[src/rtl/nav_msg_gen_if.sv]
// nav_msg_gen_if: groups the control inputs and data/strobe outputs of
// nav_msg_gen into one bundle.
//   master : the driver of the generator (controller or bench)
//   slave  : the generator itself
// Signals keep the generator's port names so waveforms read the same.
interface nav_msg_gen_if;
    logic       ena_in;
    logic       run_in;
    logic       epoch_in;
    logic       use_msg_preset_in;
    logic [1:0] preset_sel_in;
    logic       ext_bit_in;
    logic       msg_out;
    logic       bit_req_out;
    logic       bit_strobe_out;
    logic       word_strobe_out;

    modport master (
        output ena_in, run_in, epoch_in, use_msg_preset_in, preset_sel_in, ext_bit_in,
        input  msg_out, bit_req_out, bit_strobe_out, word_strobe_out
    );

    modport slave (
        input  ena_in, run_in, epoch_in, use_msg_preset_in, preset_sel_in, ext_bit_in,
        output msg_out, bit_req_out, bit_strobe_out, word_strobe_out
    );
endinterface

[src/rtl/nav_msg_gen.sv]
// nav_msg_gen: 50 bit/s GPS navigation-bit generator for gps_gen_core.msg_in.
// Each data bit spans EPOCHS_PER_BIT qualified C/A epochs (ena_in & epoch_in).
// Words of WORD_BITS bits come either from ext_bit_in (requested through
// bit_req_out) or from one of four presets: zeros, alternating, TLM
// preamble, PN9 (x^9+x^5+1, seed 9'h1FF).
// Ports:
//   clk_in, rst_in     clock, asynchronous active-high reset
//   bus (slave)        ena/run/epoch/source controls in; msg_out,
//                      bit_req_out (comb), bit_strobe_out, word_strobe_out out
// Optional feature: define NAV_PARITY_EN (with WORD_BITS = 30) to replace
// bits 24..29 with GPS parity D25..D30 and send bits 0..23 XORed with D30*.
module nav_msg_gen #(
    parameter int EPOCHS_PER_BIT = 20,
    parameter int WORD_BITS      = 30
) (
    input  logic           clk_in,
    input  logic           rst_in,
    nav_msg_gen_if.slave   bus
);

    typedef enum logic [1:0] {IDLE, SYNC, RUN} state_t;

    localparam logic [4:0] EPB_LAST   = 5'(EPOCHS_PER_BIT - 1);
    localparam logic [4:0] WB_LAST    = 5'(WORD_BITS - 1);
    localparam logic [8:0] LFSR_SEED  = 9'h1FF;
    // Preamble 1,0,0,0,1,0,1,1 with bit k of the word at index k.
    localparam logic [7:0] PREAMBLE   = 8'b1101_0001;

    state_t     state_q, state_d;
    logic [4:0] epoch_cnt_q, epoch_cnt_d;
    logic [4:0] bit_cnt_q, bit_cnt_d;
    logic       msg_q, msg_d;
    logic       bit_strobe_q, bit_strobe_d;
    logic       word_strobe_q, word_strobe_d;
    logic       src_ext_q, src_ext_d;
    logic [1:0] preset_q, preset_d;
    logic [8:0] lfsr_q, lfsr_d;

    logic       qe;
    logic       issue;
    logic [4:0] bit_idx;
    logic       word_start;
    logic       src_ext;
    logic [1:0] sel;
    logic       preset_bit;
    logic       raw_bit;
    logic       tx_bit;

`ifdef NAV_PARITY_EN
    logic [23:0] data_q, data_d;   // raw source bits d1..d24 of the current word
    logic        d29s_q, d29s_d;
    logic        d30s_q, d30s_d;
    logic [5:0]  par;              // par[0] = D25 ... par[5] = D30

    assign par[0] = d29s_q ^ data_q[0] ^ data_q[1] ^ data_q[2] ^ data_q[4] ^ data_q[5] ^ data_q[9]
                  ^ data_q[10] ^ data_q[11] ^ data_q[12] ^ data_q[13] ^ data_q[16] ^ data_q[17]
                  ^ data_q[19] ^ data_q[22];
    assign par[1] = d30s_q ^ data_q[1] ^ data_q[2] ^ data_q[3] ^ data_q[5] ^ data_q[6] ^ data_q[10]
                  ^ data_q[11] ^ data_q[12] ^ data_q[13] ^ data_q[14] ^ data_q[17] ^ data_q[18]
                  ^ data_q[20] ^ data_q[23];
    assign par[2] = d29s_q ^ data_q[0] ^ data_q[2] ^ data_q[3] ^ data_q[4] ^ data_q[6] ^ data_q[7]
                  ^ data_q[11] ^ data_q[12] ^ data_q[13] ^ data_q[14] ^ data_q[15] ^ data_q[18]
                  ^ data_q[19] ^ data_q[21];
    assign par[3] = d30s_q ^ data_q[1] ^ data_q[3] ^ data_q[4] ^ data_q[5] ^ data_q[7] ^ data_q[8]
                  ^ data_q[12] ^ data_q[13] ^ data_q[14] ^ data_q[15] ^ data_q[16] ^ data_q[19]
                  ^ data_q[20] ^ data_q[22];
    assign par[4] = d30s_q ^ data_q[0] ^ data_q[2] ^ data_q[4] ^ data_q[5] ^ data_q[6] ^ data_q[8]
                  ^ data_q[9] ^ data_q[13] ^ data_q[14] ^ data_q[15] ^ data_q[16] ^ data_q[17]
                  ^ data_q[20] ^ data_q[21] ^ data_q[23];
    assign par[5] = d29s_q ^ data_q[2] ^ data_q[4] ^ data_q[5] ^ data_q[7] ^ data_q[8] ^ data_q[9]
                  ^ data_q[10] ^ data_q[12] ^ data_q[14] ^ data_q[18] ^ data_q[21] ^ data_q[22]
                  ^ data_q[23];
`endif

    assign qe = bus.ena_in & bus.epoch_in;

    always_comb begin
        state_d       = state_q;
        epoch_cnt_d   = epoch_cnt_q;
        bit_cnt_d     = bit_cnt_q;
        msg_d         = msg_q;
        bit_strobe_d  = 1'b0;
        word_strobe_d = 1'b0;
        src_ext_d     = src_ext_q;
        preset_d      = preset_q;
        lfsr_d        = lfsr_q;
        issue         = 1'b0;
        bit_idx       = '0;
`ifdef NAV_PARITY_EN
        data_d        = data_q;
        d29s_d        = d29s_q;
        d30s_d        = d30s_q;
`endif

        if (bus.ena_in) begin
            if (!bus.run_in) begin
                // Abort wins over a simultaneous qualified epoch.
                state_d     = IDLE;
                epoch_cnt_d = '0;
                bit_cnt_d   = '0;
                msg_d       = 1'b0;
                lfsr_d      = LFSR_SEED;
`ifdef NAV_PARITY_EN
                data_d      = '0;
                d29s_d      = 1'b0;
                d30s_d      = 1'b0;
`endif
            end else begin
                case (state_q)
                    IDLE: state_d = SYNC;
                    SYNC: begin
                        if (qe) begin
                            state_d     = RUN;
                            epoch_cnt_d = '0;
                            issue       = 1'b1;
                        end
                    end
                    RUN: begin
                        if (qe) begin
                            if (epoch_cnt_q == EPB_LAST) begin
                                epoch_cnt_d = '0;
                                issue       = 1'b1;
                                bit_idx     = (bit_cnt_q == WB_LAST) ? 5'd0 : bit_cnt_q + 5'd1;
                            end else begin
                                epoch_cnt_d = epoch_cnt_q + 5'd1;
                            end
                        end
                    end
                    default: state_d = IDLE;
                endcase
            end
        end

        // Source and preset are taken live only for bit 0; the rest of the
        // word uses the copy latched at that moment.
        word_start = issue & (bit_idx == 5'd0);
        src_ext    = word_start ? ~bus.use_msg_preset_in : src_ext_q;
        sel        = word_start ? bus.preset_sel_in      : preset_q;

        case (sel)
            2'd0:    preset_bit = 1'b0;
            2'd1:    preset_bit = ~bit_idx[0];
            2'd2:    preset_bit = (bit_idx < 5'd8) ? PREAMBLE[bit_idx[2:0]] : 1'b0;
            default: preset_bit = lfsr_q[8];
        endcase

        raw_bit = src_ext ? bus.ext_bit_in : preset_bit;
        tx_bit  = raw_bit;

        if (issue) begin
`ifdef NAV_PARITY_EN
            if (bit_idx < 5'd24) begin
                tx_bit          = raw_bit ^ d30s_q;
                data_d[bit_idx] = raw_bit;
            end else begin
                case (bit_idx)
                    5'd24:   tx_bit = par[0];
                    5'd25:   tx_bit = par[1];
                    5'd26:   tx_bit = par[2];
                    5'd27:   tx_bit = par[3];
                    5'd28:   tx_bit = par[4];
                    5'd29:   tx_bit = par[5];
                    default: tx_bit = raw_bit;
                endcase
            end
            // D29*/D30* for the next word become valid once D30 goes out.
            if (bit_idx == 5'd29) begin
                d29s_d = par[4];
                d30s_d = par[5];
            end
`endif
            bit_cnt_d     = bit_idx;
            msg_d         = tx_bit;
            bit_strobe_d  = 1'b1;
            word_strobe_d = word_start;
            src_ext_d     = src_ext;
            preset_d      = sel;
            // The PN9 sequence steps on every issued bit, whatever the source.
            lfsr_d        = {lfsr_q[7:0], lfsr_q[8] ^ lfsr_q[4]};
        end
    end

    always_ff @(posedge clk_in or posedge rst_in) begin
        if (rst_in) begin
            state_q       <= IDLE;
            epoch_cnt_q   <= '0;
            bit_cnt_q     <= '0;
            msg_q         <= 1'b0;
            bit_strobe_q  <= 1'b0;
            word_strobe_q <= 1'b0;
            src_ext_q     <= 1'b0;
            preset_q      <= '0;
            lfsr_q        <= LFSR_SEED;
`ifdef NAV_PARITY_EN
            data_q        <= '0;
            d29s_q        <= 1'b0;
            d30s_q        <= 1'b0;
`endif
        end else begin
            state_q       <= state_d;
            epoch_cnt_q   <= epoch_cnt_d;
            bit_cnt_q     <= bit_cnt_d;
            msg_q         <= msg_d;
            bit_strobe_q  <= bit_strobe_d;
            word_strobe_q <= word_strobe_d;
            src_ext_q     <= src_ext_d;
            preset_q      <= preset_d;
            lfsr_q        <= lfsr_d;
`ifdef NAV_PARITY_EN
            data_q        <= data_d;
            d29s_q        <= d29s_d;
            d30s_q        <= d30s_d;
`endif
        end
    end

    assign bus.msg_out         = msg_q;
    assign bus.bit_req_out     = issue & src_ext;
    assign bus.bit_strobe_out  = bit_strobe_q;
    assign bus.word_strobe_out = word_strobe_q;

endmodule

[src/flat_wrapper.sv]
// flat-port wrapper written by rule: the top's interface ports become plain ports
module nav_msg_gen_flat 
#(
    parameter int EPOCHS_PER_BIT = 20,
    parameter int WORD_BITS      = 30
)
  (clk_in, rst_in, bus_ena_in, bus_run_in, bus_epoch_in, bus_use_msg_preset_in, bus_preset_sel_in, bus_ext_bit_in, bus_msg_out, bus_bit_req_out, bus_bit_strobe_out, bus_word_strobe_out);
  nav_msg_gen_if bus_i ();
  input  logic clk_in;
  input  logic rst_in;
  input wire logic [$bits(bus_i.ena_in)-1:0] bus_ena_in;
  input wire logic [$bits(bus_i.run_in)-1:0] bus_run_in;
  input wire logic [$bits(bus_i.epoch_in)-1:0] bus_epoch_in;
  input wire logic [$bits(bus_i.use_msg_preset_in)-1:0] bus_use_msg_preset_in;
  input wire logic [$bits(bus_i.preset_sel_in)-1:0] bus_preset_sel_in;
  input wire logic [$bits(bus_i.ext_bit_in)-1:0] bus_ext_bit_in;
  output wire logic [$bits(bus_i.msg_out)-1:0] bus_msg_out;
  output wire logic [$bits(bus_i.bit_req_out)-1:0] bus_bit_req_out;
  output wire logic [$bits(bus_i.bit_strobe_out)-1:0] bus_bit_strobe_out;
  output wire logic [$bits(bus_i.word_strobe_out)-1:0] bus_word_strobe_out;
  assign bus_i.ena_in = bus_ena_in;
  assign bus_i.run_in = bus_run_in;
  assign bus_i.epoch_in = bus_epoch_in;
  assign bus_i.use_msg_preset_in = bus_use_msg_preset_in;
  assign bus_i.preset_sel_in = bus_preset_sel_in;
  assign bus_i.ext_bit_in = bus_ext_bit_in;
  assign bus_msg_out = bus_i.msg_out;
  assign bus_bit_req_out = bus_i.bit_req_out;
  assign bus_bit_strobe_out = bus_i.bit_strobe_out;
  assign bus_word_strobe_out = bus_i.word_strobe_out;
  nav_msg_gen #(.EPOCHS_PER_BIT(EPOCHS_PER_BIT), .WORD_BITS(WORD_BITS)) u_core (.clk_in(clk_in), .rst_in(rst_in), .bus(bus_i));
endmodule
[config.mk]
export PLATFORM = sky130hd
export DESIGN_NAME = nav_msg_gen_flat
export DESIGN_NICKNAME = d
export VERILOG_FILES = /design/src/rtl/nav_msg_gen_if.sv /design/src/rtl/nav_msg_gen.sv /design/src/flat_wrapper.sv
export SDC_FILE = /design/constraint.sdc
export NUM_CORES = 1
export LEC_CHECK = 0
export ABC_AREA = 1
export BUFFER_PORTS_ARGS = -buffer_cell sky130_fd_sc_hd__buf_2
export CAP_MARGIN = 15
export CORE_ASPECT_RATIO = 0.8
export CORE_MARGIN = 1
export CORE_UTILIZATION = 40
export CTS_BUF_LIST = sky130_fd_sc_hd__clkbuf_2
export DETAILED_ROUTE_END_ITERATION = 7
export SYNTH_ARGS = -nofsm -noshare
export SYNTH_HDL_FRONTEND = slang
export SYNTH_SLANG_ARGS = --single-unit
export TNS_END_PERCENT = 1
[constraint.sdc]
create_clock -name clk_in -period 2.1 [get_ports clk_in]
set_input_delay 0.42 -clock clk_in [delete_from_list [all_inputs] [get_ports clk_in]]
set_output_delay 0.42 -clock clk_in [all_outputs]
set_load 0.05 [all_outputs]
# == After elaboration in Yosys (flattened, before gate mapping) ==
# Memory sizes are Yosys's and may differ from the RTL's.
# Index checks and enable logic that the tools add are counted.
# word_totals
mem_bits_ro,8
regBits,27
output_inout_bits,4
mem_count,1
word_cells,75
inputBits,9
# classes
bitwise,6
reduce_logical,7
mux,37
order_cmp,2
addsub,2
n_eq_ne,11
# memory_table
memory,depth,word_bits,read_ports,rd_ports_with_merged_regs,write_ports,line_no,source
(name not given),8,1,1,0,0,nav_msg_gen.sv:143,2'd2: preset_bit = (bit_idx < 5'd8) ? PREAMBLE[bit_idx[2:0]] : 1'b0;
# ops
operator,count
$mux W5,13
$mux W9,3
$mux W1,14
$add A5 B1 Y5 const B,2
$eq A5 B5 Y1 const B,2
$pmux W5 S2,1
$mux W2,3
$ne A3 B2 Y1 const B,2
$pmux W2 S3,1
$logic_not A5 Y1,1
$lt A5 B4 Y1 const B,1
$eq A2 B1 Y1 const B,2
$eq A2 B2 Y1 const B,2
$logic_not A2 Y1,2
$lt A3 B4 Y1 const B,1
$reduce_and A4 Y1,1
$and A1 B1 Y1,3
$ne A3 B1 Y1 const B,1
$pmux W1 S3,1
$reduce_and A3 Y1,1
$ne A2 B1 Y1 const B,1
$ne A2 B2 Y1 const B,1
$not A1 Y1,2
$pmux W1 S2,1
3 further kinds,3

# == Depth between registers and ports, before layout ==
# Gate-level depths: netlist of the first run.
# logic_depth
depth_word,14
mapped_depth,15
ltp_nobuf,15

# == Least setup slack after synthesis of the first run ==
# OpenSTA, ideal clock, no wires.
# synth_path
path_kind,flip-flop to output port
startpoint,reg u_core.state_q[0]
endpoint,out bus_bit_req_out
setup_slack_ns,-0.407
arrival_ns,2.087
path_stages_with_launch,11
required_time_ns,1.680
path_buffers,0
cell_sequence,dfrtp_1 > inv_1 > ha_1 > nand3_2 > nand2_1 > nand2_2 > nor2_4 > nand3_4 > o21ai_4 > inv_1 > nor2_1
# synth_via
elab_chain_cells,8
word_cells_on_any_way,12
classes_between,eq/ne: 2; mux: 7; bitwise: 2; reduce/logical: 1
# synth_lines
element,line_no,source
from (decl),nav_msg_gen.sv:29,"state_t state_q, state_d;"
from (signal assigned),nav_msg_gen.sv:200,state_q <= state_d;
$eq A2 B2 Y1,nav_msg_gen.sv:109,case (state_q)
$mux W5,nav_msg_gen.sv:109,
$mux W5,nav_msg_gen.sv:96,if (!bus.run_in) begin
$mux W5,nav_msg_gen.sv:95,if (bus.ena_in) begin
$logic_not A5 Y1,nav_msg_gen.sv:136,word_start = issue & (bit_idx == 5'd0);
$and A1 B1 Y1,nav_msg_gen.sv:136,
$mux W1,nav_msg_gen.sv:137,src_ext = word_start ? ~bus.use_msg_preset_in : src_ext_q;
$and A1 B1 Y1 *,nav_msg_gen.sv:218,assign bus.bit_req_out = issue & src_ext;
to (decl),flat_wrapper.sv:18,output wire logic [$bits(bus_i.bit_req_out)-1:0] bus_bit_req_out;
# Every way passes the cells marked *; elsewhere a longest branch is shown, timed or not.

# == Worst setup path after layout of the first run ==
# layout_path
startpoint,reg u_core.bit_cnt_q[1]
endpoint,out bus_bit_req_out
# layout_via
elab_chain_cells,11
word_cells_on_any_way,12
classes_between,add/sub: 1; eq/ne: 1; mux: 7; bitwise: 2; reduce/logical: 1
# layout_lines
element,line_no,source
from (decl),nav_msg_gen.sv:31,"logic [4:0] bit_cnt_q, bit_cnt_d;"
from (signal assigned),nav_msg_gen.sv:202,bit_cnt_q <= bit_cnt_d;
$add A5 B1 Y5 or $eq A5 B5 Y1 (tied branches),nav_msg_gen.sv:123,bit_idx = (bit_cnt_q == WB_LAST) ? 5'd0 : bit_cnt_q + 5'd1;
$mux W5 *,nav_msg_gen.sv:123,
$mux W5 *,nav_msg_gen.sv:120,if (epoch_cnt_q == EPB_LAST) begin
$mux W5 *,nav_msg_gen.sv:119,if (qe) begin
$mux W5 *,nav_msg_gen.sv:109,
$mux W5 *,nav_msg_gen.sv:96,
$mux W5 *,nav_msg_gen.sv:95,
$logic_not A5 Y1 *,nav_msg_gen.sv:136,
$and A1 B1 Y1 *,nav_msg_gen.sv:136,
$mux W1 *,nav_msg_gen.sv:137,
$and A1 B1 Y1 *,nav_msg_gen.sv:218,
# Marked as above.

==> metrics.yaml, run 1 <==
power.total_mw: 1.356
gp_congestion: 0.8389
synthMuxAreaShare_pct: 0
crit_buf_inv: 4
cts_tree: "built"
routed_wl_mm: 3.351
rows: 20
htreeDepth: 1
path_cells: "inv_2 > ha_4 > inv_2 > o211ai_1 > nand3_4 > o21ai_4 > inv_2 > nor2_4 > buf_6"
synth_top_area_share_pct: 28.50
chipWidth_um: 72.28
postSynthCellCount: 187
fin_skew_ns: 0.009499
portBuffers: 12
cts.sinks: 27
yosysSeqAreaShare_pct: 43.47
syn2layout_area_growth_pct: 31.04
grt_antenna_before_repair: 0
synth-seq-cells: 27
maxCapViolCount: 0
fillers: 337
die-area_um2: 4208
core_um2: 3779
max_slew.worst_pin.slew_ns: 0.3861
syn_area_per_cell_um2: 8.451
die_y_um: 58.22
crit_required_ns: 1.68
vias: 1368
yosys.area_share.xor_xnor_pct: 0.5542
r2r_cells: 16
cts_made_buffers: 3
antennaDiodeCount: 0
design_area_um2: 2071
drt-vias-per-instance: 4.767
drt_iter0_drc: 91
synth-edff-count: 0
worst-path-max-fanout: 3
overflow: 0
slew_headroom_pct: 74.12
status: "finished with violations"
synth-compound-area-share_pct: 14.65
maxSlewViolCount: 0
clock.fmax_mhz: 392.3
critPathSlowestCell: "dfrtp_1"
synth_top_family_by_area: "simple AND/OR/NAND/NOR gates"
post-dp-hpwl_mm: 2.480
cts_max_path_buffers: 2
synth.most_common_cell: "nand2_1"
synth_common_cells: "nand2_1 (31), inv_1 (29), dfrtp_1 (18), nand3_1 (18), nor2_1 (13)"
fin_nets: 248
critical_path_arrival_ns: 2.13
grt_pass1_vias: 1324
fin_ws_ns: -0.4491
timing.rr.end: "u_core.bus.msg_out"
grt_max_degree: 28
async_flop_share_pct: 100.0
violations: "setup timing"
ff2ff_setup_slack_ns: 0.13
grt_pass1_wl_mm: 5.740
drc_errors: 0
crit_path_frequent_cell: "inv_2"
synth.distinct_cells: 33
ys.flop_type: "dfrtp_1"
syn_area_um2: 1580
powerDensity_nw_per_um2: 654.7
p_leak_nw: 0.9672
fin_crit_ns: 2.549
crit_path_end_kind: "output port"
hp-class: "in -> async"
yosys-top-cells-area: "dfrtp_1 (29%), dfstp_2 (15%), nand2_1 (7.4%), inv_1 (6.9%), nand3_1 (5.7%)"
finalHoldViolCount: 0
cpPeakStageDelay_ns: 0.50
worstSetupPathType: "reg -> out"
path_delay_family: "flip-flops"
setup_viol: 1
ant_nets: 0
initial_core_util_pct: 41.82
routedWlPerCell_um: 11.68
period_share_pct: 121.4
root_buffer: "clkbuf_2"
clk_pin_slew_worst_paths_ns: 0.28
grtUsageTotal_pct: 17.56
placed_area_um2: 1923
rsz0062_at_grt: "yes"
critPathLaunchType: "register"
ir_drop_uv: 545.6
synthesis.nets: 202
yosys.area_share.simple_pct: 28.42
synth_top_cell_by_area: "dfrtp_1"
ioPinCount: 13
worst_r2r_startpoint: "u_core.bit_cnt_q[1]"
synthAdderAreaFrac_pct: 4.751
worstSkewPairLatency_ns: 0.38
yosys_warnings: 0
drive_gt1_share_pct: 42.24
dr.pass1.iters: 4
-- worst max-delay path by stage --
stage	from	end	cells after the start
2_1_floorplan	u_core.epoch_cnt_q[0]	bus_bit_req_out	11
3_3_place_gp	u_core.bit_cnt_q[0]	bus_bit_req_out	10
3_5_place_dp	u_core.bit_cnt_q[0]	bus_bit_req_out	10
4_1_cts	u_core.bit_cnt_q[1]	bus_bit_req_out	9
5_1_grt	u_core.bit_cnt_q[1]	bus_bit_req_out	13
6_report	u_core.bit_cnt_q[1]	bus_bit_req_out	9
-- report_power, final --
group          total (mW)  internal (mW)  switching [mW]
sequential          0.622          0.584          0.0373
combinational       0.521          0.240           0.281
clock               0.214         0.0441           0.169
total                1.36          0.868           0.488
-- state kept, by name, summed over array words and instances, names as in the netlist --
signal                      cells
u_core.preset_q                 2
u_core.bus.bit_strobe_out       1
u_core.bus.word_strobe_out      1
u_core.bit_cnt_q                5
u_core.bus.msg_out              1
u_core.state_q                  2
u_core.epoch_cnt_q              5
u_core.lfsr_q                   9
u_core.src_ext_q                1
-- per-layer routing --
layer	track usage [%]	routed length, µm	vias to the layer above
met5	0	0	-
met4	2.521	18	0
met3	4.174	82	2
met2	30.84	1708	14
met1	22.51	1542	643
li1	-	-	709
-- what timing repair did --
item	CTS	global route
setup endpoints to repair	1	4
hold buffers	0	0
endpoints found under the hold margin	0	0
gates cloned	0	0
pin swaps	2	16
setup buffers	1	4
gates resized for setup	9	14
-- cell families (layout without fill, tap and decap cells) --
group,Yosys count,after routing
buffers and inverters,34,79
XOR/XNOR,1,1
adder cells (fa/ha/maj),6,6
AND/OR/NAND/NOR,87,87
flip-flops,27,27
AO/OA/AOI/OAI,32,32
-- cell type report --
type | count | area (µm²) | share of cell area [%]
inverters | 32 | 122.6 | 5.921
multi-input cells | 126 | 869.6 | 41.99
repair buffers | 43 | 299.0 | 14.44
clock buffers | 3 | 15.01 | 0.7251
clock inverters | 1 | 7.507 | 0.3625
well taps | 55 | 68.82 | 3.323
flip-flops and latches | 27 | 688.2 | 33.23
-- worst min-delay path: stages --
cell and delay, ns:
buf_2 0.09, inv_1 0.04, buf_4 0.32
-- per-stage QoR --
stage | hold slack [ns] | setup TNS, ns | util [%] | worst slack (ns) | cells
finish | 0.03554 | -0.4491 | 54.80 | -0.4491 | 287
CTS | 0.02767 | -0.4461 | 52.42 | -0.4461 | 283
global placement | 0.4677 | -0.05277 | 50.89 | -0.05277 | 278
floorplan | 0.4554 | -0.01972 | - | -0.01972 | 187
detailed placement | 0.4692 | -0.09535 | 50.89 | -0.09535 | 278
global route | 0.05394 | -0.6464 | 54.80 | -0.5737 | 287
-- placed cells by master (no fill, tap or decap), drive strengths merged, types with 2 or more instances in the layout --
master and count:
clkbuf 3, ha 6, buf 43, nand4 3, nand3 20, nand2 39, o22ai 5, nor2 19
nor3b 2, o21a 2, nor3 4, dfrtp 18, o22a 6, a21oi 8, inv 31, o21ai 8
dfstp 9
No activity file was read; power rests on OpenSTA's default activity.
==> inputs of run 2 (changes only) <==
Settings changed: GPL_ROUTABILITY_DRIVEN set to 0, RECOVER_POWER set to 25.
==> run 2 against run 1 <==
Critical path type unchanged. The flow still finishes with violations (setup timing). Clock-buffer cell count is the same. Clock power barely moved. Register-to-register slack hardly changed. Cell area fell by 0.18%. Critical endpoint unchanged. Via count is essentially flat. Critical path depth unchanged. Flip-flop and latch count unchanged.
==> metrics.yaml, run 2 (synthesis gave the netlist of run 1 again) <==
dp.cells: 278  # unchanged
ir_drop_uv: 545.5  # was 545.6 µV
initial_core_util_pct: 41.82  # unchanged
met1_length_mm: 1.534  # was 1.542 mm
grtUsageTotal_pct: 17.56  # unchanged
grt_pass1_vias: 1324  # unchanged
cts_made_buffers: 3  # unchanged
top_regs: "u_core.lfsr_q: 9 flops, u_core.bit_cnt_q: 5 flops, u_core.epoch_cnt_q: 5 flops"  # unchanged
drc_errors: 0  # unchanged
p_leak_nw: 0.9635  # was 0.9672 nW
clock.fmax_mhz: 392.3  # unchanged
die_y_um: 58.22  # unchanged
rsz0062_at_grt: "yes"  # unchanged
antennaDiodeCount: 0  # unchanged
path_cells: "inv_2 > ha_4 > inv_2 > o211ai_1 > nand3_4 > o21ai_4 > inv_2 > nor2_4 > buf_6"  # unchanged
overflow: 0  # unchanged
ioPinCount: 13  # unchanged
fin_skew_ns: 0.009496  # was 0.009499 ns
crit_required_ns: 1.68  # about the same
routed_wl_mm: 3.350  # was 3.351 mm
die-area_um2: 4208  # unchanged
cts_tree: "built"  # unchanged
final_common_cell: "buf_4"  # unchanged
slew_headroom_pct: 2.946  # was 74.12%
power.total_mw: 1.355  # was 1.356 mW
portBuffers: 12  # unchanged
hold-worst-slack_ns: 0.2949  # was 0.03554 ns
drive_gt1_share_pct: 41.81  # was 42.24%
period_share_pct: 121.4  # unchanged
cpPeakStageDelay_ns: 0.50  # about the same
critPathSlowestCell: "dfrtp_1"  # unchanged
layout_common_cells: "buf_4 (30), nand2_1 (27), inv_1 (24)"  # was buf_4 (31), nand2_1 (27), inv_1 (24)
dr.pass1.iters: 4  # unchanged
clk_pin_slew_worst_paths_ns: 0.28  # about the same
critPathLaunchType: "register"  # unchanged
htreeDepth: 1  # unchanged
cts_max_path_buffers: 2  # unchanged
root_buffer: "clkbuf_2"  # unchanged
ant_nets: 0  # unchanged
wl_met2_mm: 1.707  # was 1.708 mm
setup_viol: 1  # unchanged
violations: "setup timing"  # unchanged
routedWlPerCell_um: 11.67  # was 11.68 µm
maxSlewViolCount: 0  # unchanged
grt_max_degree: 28  # unchanged
post-dp-hpwl_mm: 2.480  # unchanged
hp-class: "in -> reg"  # was in -> async
rows: 20  # unchanged
cts.sinks: 27  # unchanged
dp_slack_ns: -0.09535  # unchanged
finalHoldViolCount: 0  # unchanged
worst-path-max-fanout: 3  # unchanged
top_register: "u_core.lfsr_q"  # unchanged
max_slew.worst_pin.slew_ns: 1.456  # was 0.3861 ns
largest_reg_flops: 9  # unchanged
fin_crit_ns: 2.549  # unchanged
maxCapViolCount: 0  # unchanged
top_layer_used: "met4"  # unchanged
final.setup.tns_ns: -0.4491  # unchanged
syn2layout_area_growth_pct: 30.80  # was 31.04%
crit_path_end_kind: "output port"  # unchanged
powerDensity_nw_per_um2: 655.4  # was 654.7 nW/µm²
wl_met3_um: 90  # was 82 µm
drt_iter0_drc: 91  # unchanged
fillers: 339  # was 337
vias: 1369  # was 1368
fin_nets: 248  # unchanged
chipWidth_um: 72.28  # unchanged
grt_pass1_wl_mm: 5.740  # unchanged
fin_cells: 287  # unchanged
core_um2: 3779  # unchanged
critical_path_arrival_ns: 2.13  # about the same
grt_antenna_before_repair: 0  # unchanged
fin_ws_ns: -0.4491  # unchanged
drt-vias-per-instance: 4.770  # was 4.767
worstSkewPairLatency_ns: 0.38  # about the same
crit_path_frequent_cell: "inv_2"  # unchanged
worstSetupPathType: "reg -> out"  # unchanged
status: "finished with violations"  # unchanged
==> run 2: changes by cell type in the layout (fill, tap and decap cells not counted) <==
| cell | before | now |
|---|---|---|
| clkbuf_1 | 0 | 1 |
| buf_4 | 31 | 30 |
==> run 2: stage by stage <==
stage	cell area [µm²]	utilization (%)
detailed placement	1923	50.89
floorplan	1608	-
CTS	1981	52.42
global route	2067	54.70
finish	2067	54.70
global placement	1923	50.89
==> run 2: critical path: cells and delay by family, from the launching register on <==
family / cells / cell delay, ns
buf+inv: 4 / 0.33
flops: 1 / 0.50
fa+ha+maj: 1 / 0.27
simple gates: 2 / 0.21
compound gates: 2 / 0.44
==> run 2: final timing paths <==
check | slack [ns] | startpoint | end | cells past startpoint
setup / recovery | -0.45 | u_core.bit_cnt_q[1] | bus_bit_req_out | 9
hold / removal | 0.29 | bus_preset_sel_in[0] | u_core.preset_q[0] | 3
setup reg to reg | 0.13 | u_core.bit_cnt_q[1] | u_core.bus.msg_out | 16
hold reg to reg | 0.50 | u_core.lfsr_q[7] | u_core.lfsr_q[7] | 2
max in group asynchronous | 0.71 | rst_in | u_core.bit_cnt_q[0] | 3
min in group asynchronous | 0.47 | rst_in | u_core.state_q[0] | 3
==> run 2: area by class of cell <==
class                      count  area (µm²)  share of cell area, %
sequential                    27       688.2                  33.29
multi-input combinational    126       869.6                  42.07
timing repair buffer          43       295.3                  14.29
tap                           55       68.82                  3.329
clock inverter                 1       7.507                 0.3632
clock buffer                   3       15.01                 0.7264
inverter                      32       122.6                  5.932
==> run 2: what timing repair did <==
action | CTS | global route
gates resized for setup | 9 | 14
hold buffers | 0 | 0
setup buffers | 1 | 4
endpoints found under the setup margin | 1 | 4
pin swaps | 2 | 16
==> run 2: power by group <==
group,switching (mW),leakage (nW),internal [mW]
Combinational,0.281,0.613,0.239
Clock,0.169,0.0126,0.0441
Sequential,0.0373,0.338,0.584
==> run 2: metal layers <==
layer	vias to the layer above	GRT usage (%)
li1	709	-
met1	642	22.51
met2	16	30.84
met3	2	4.174
met4	0	2.521
met5	-	0
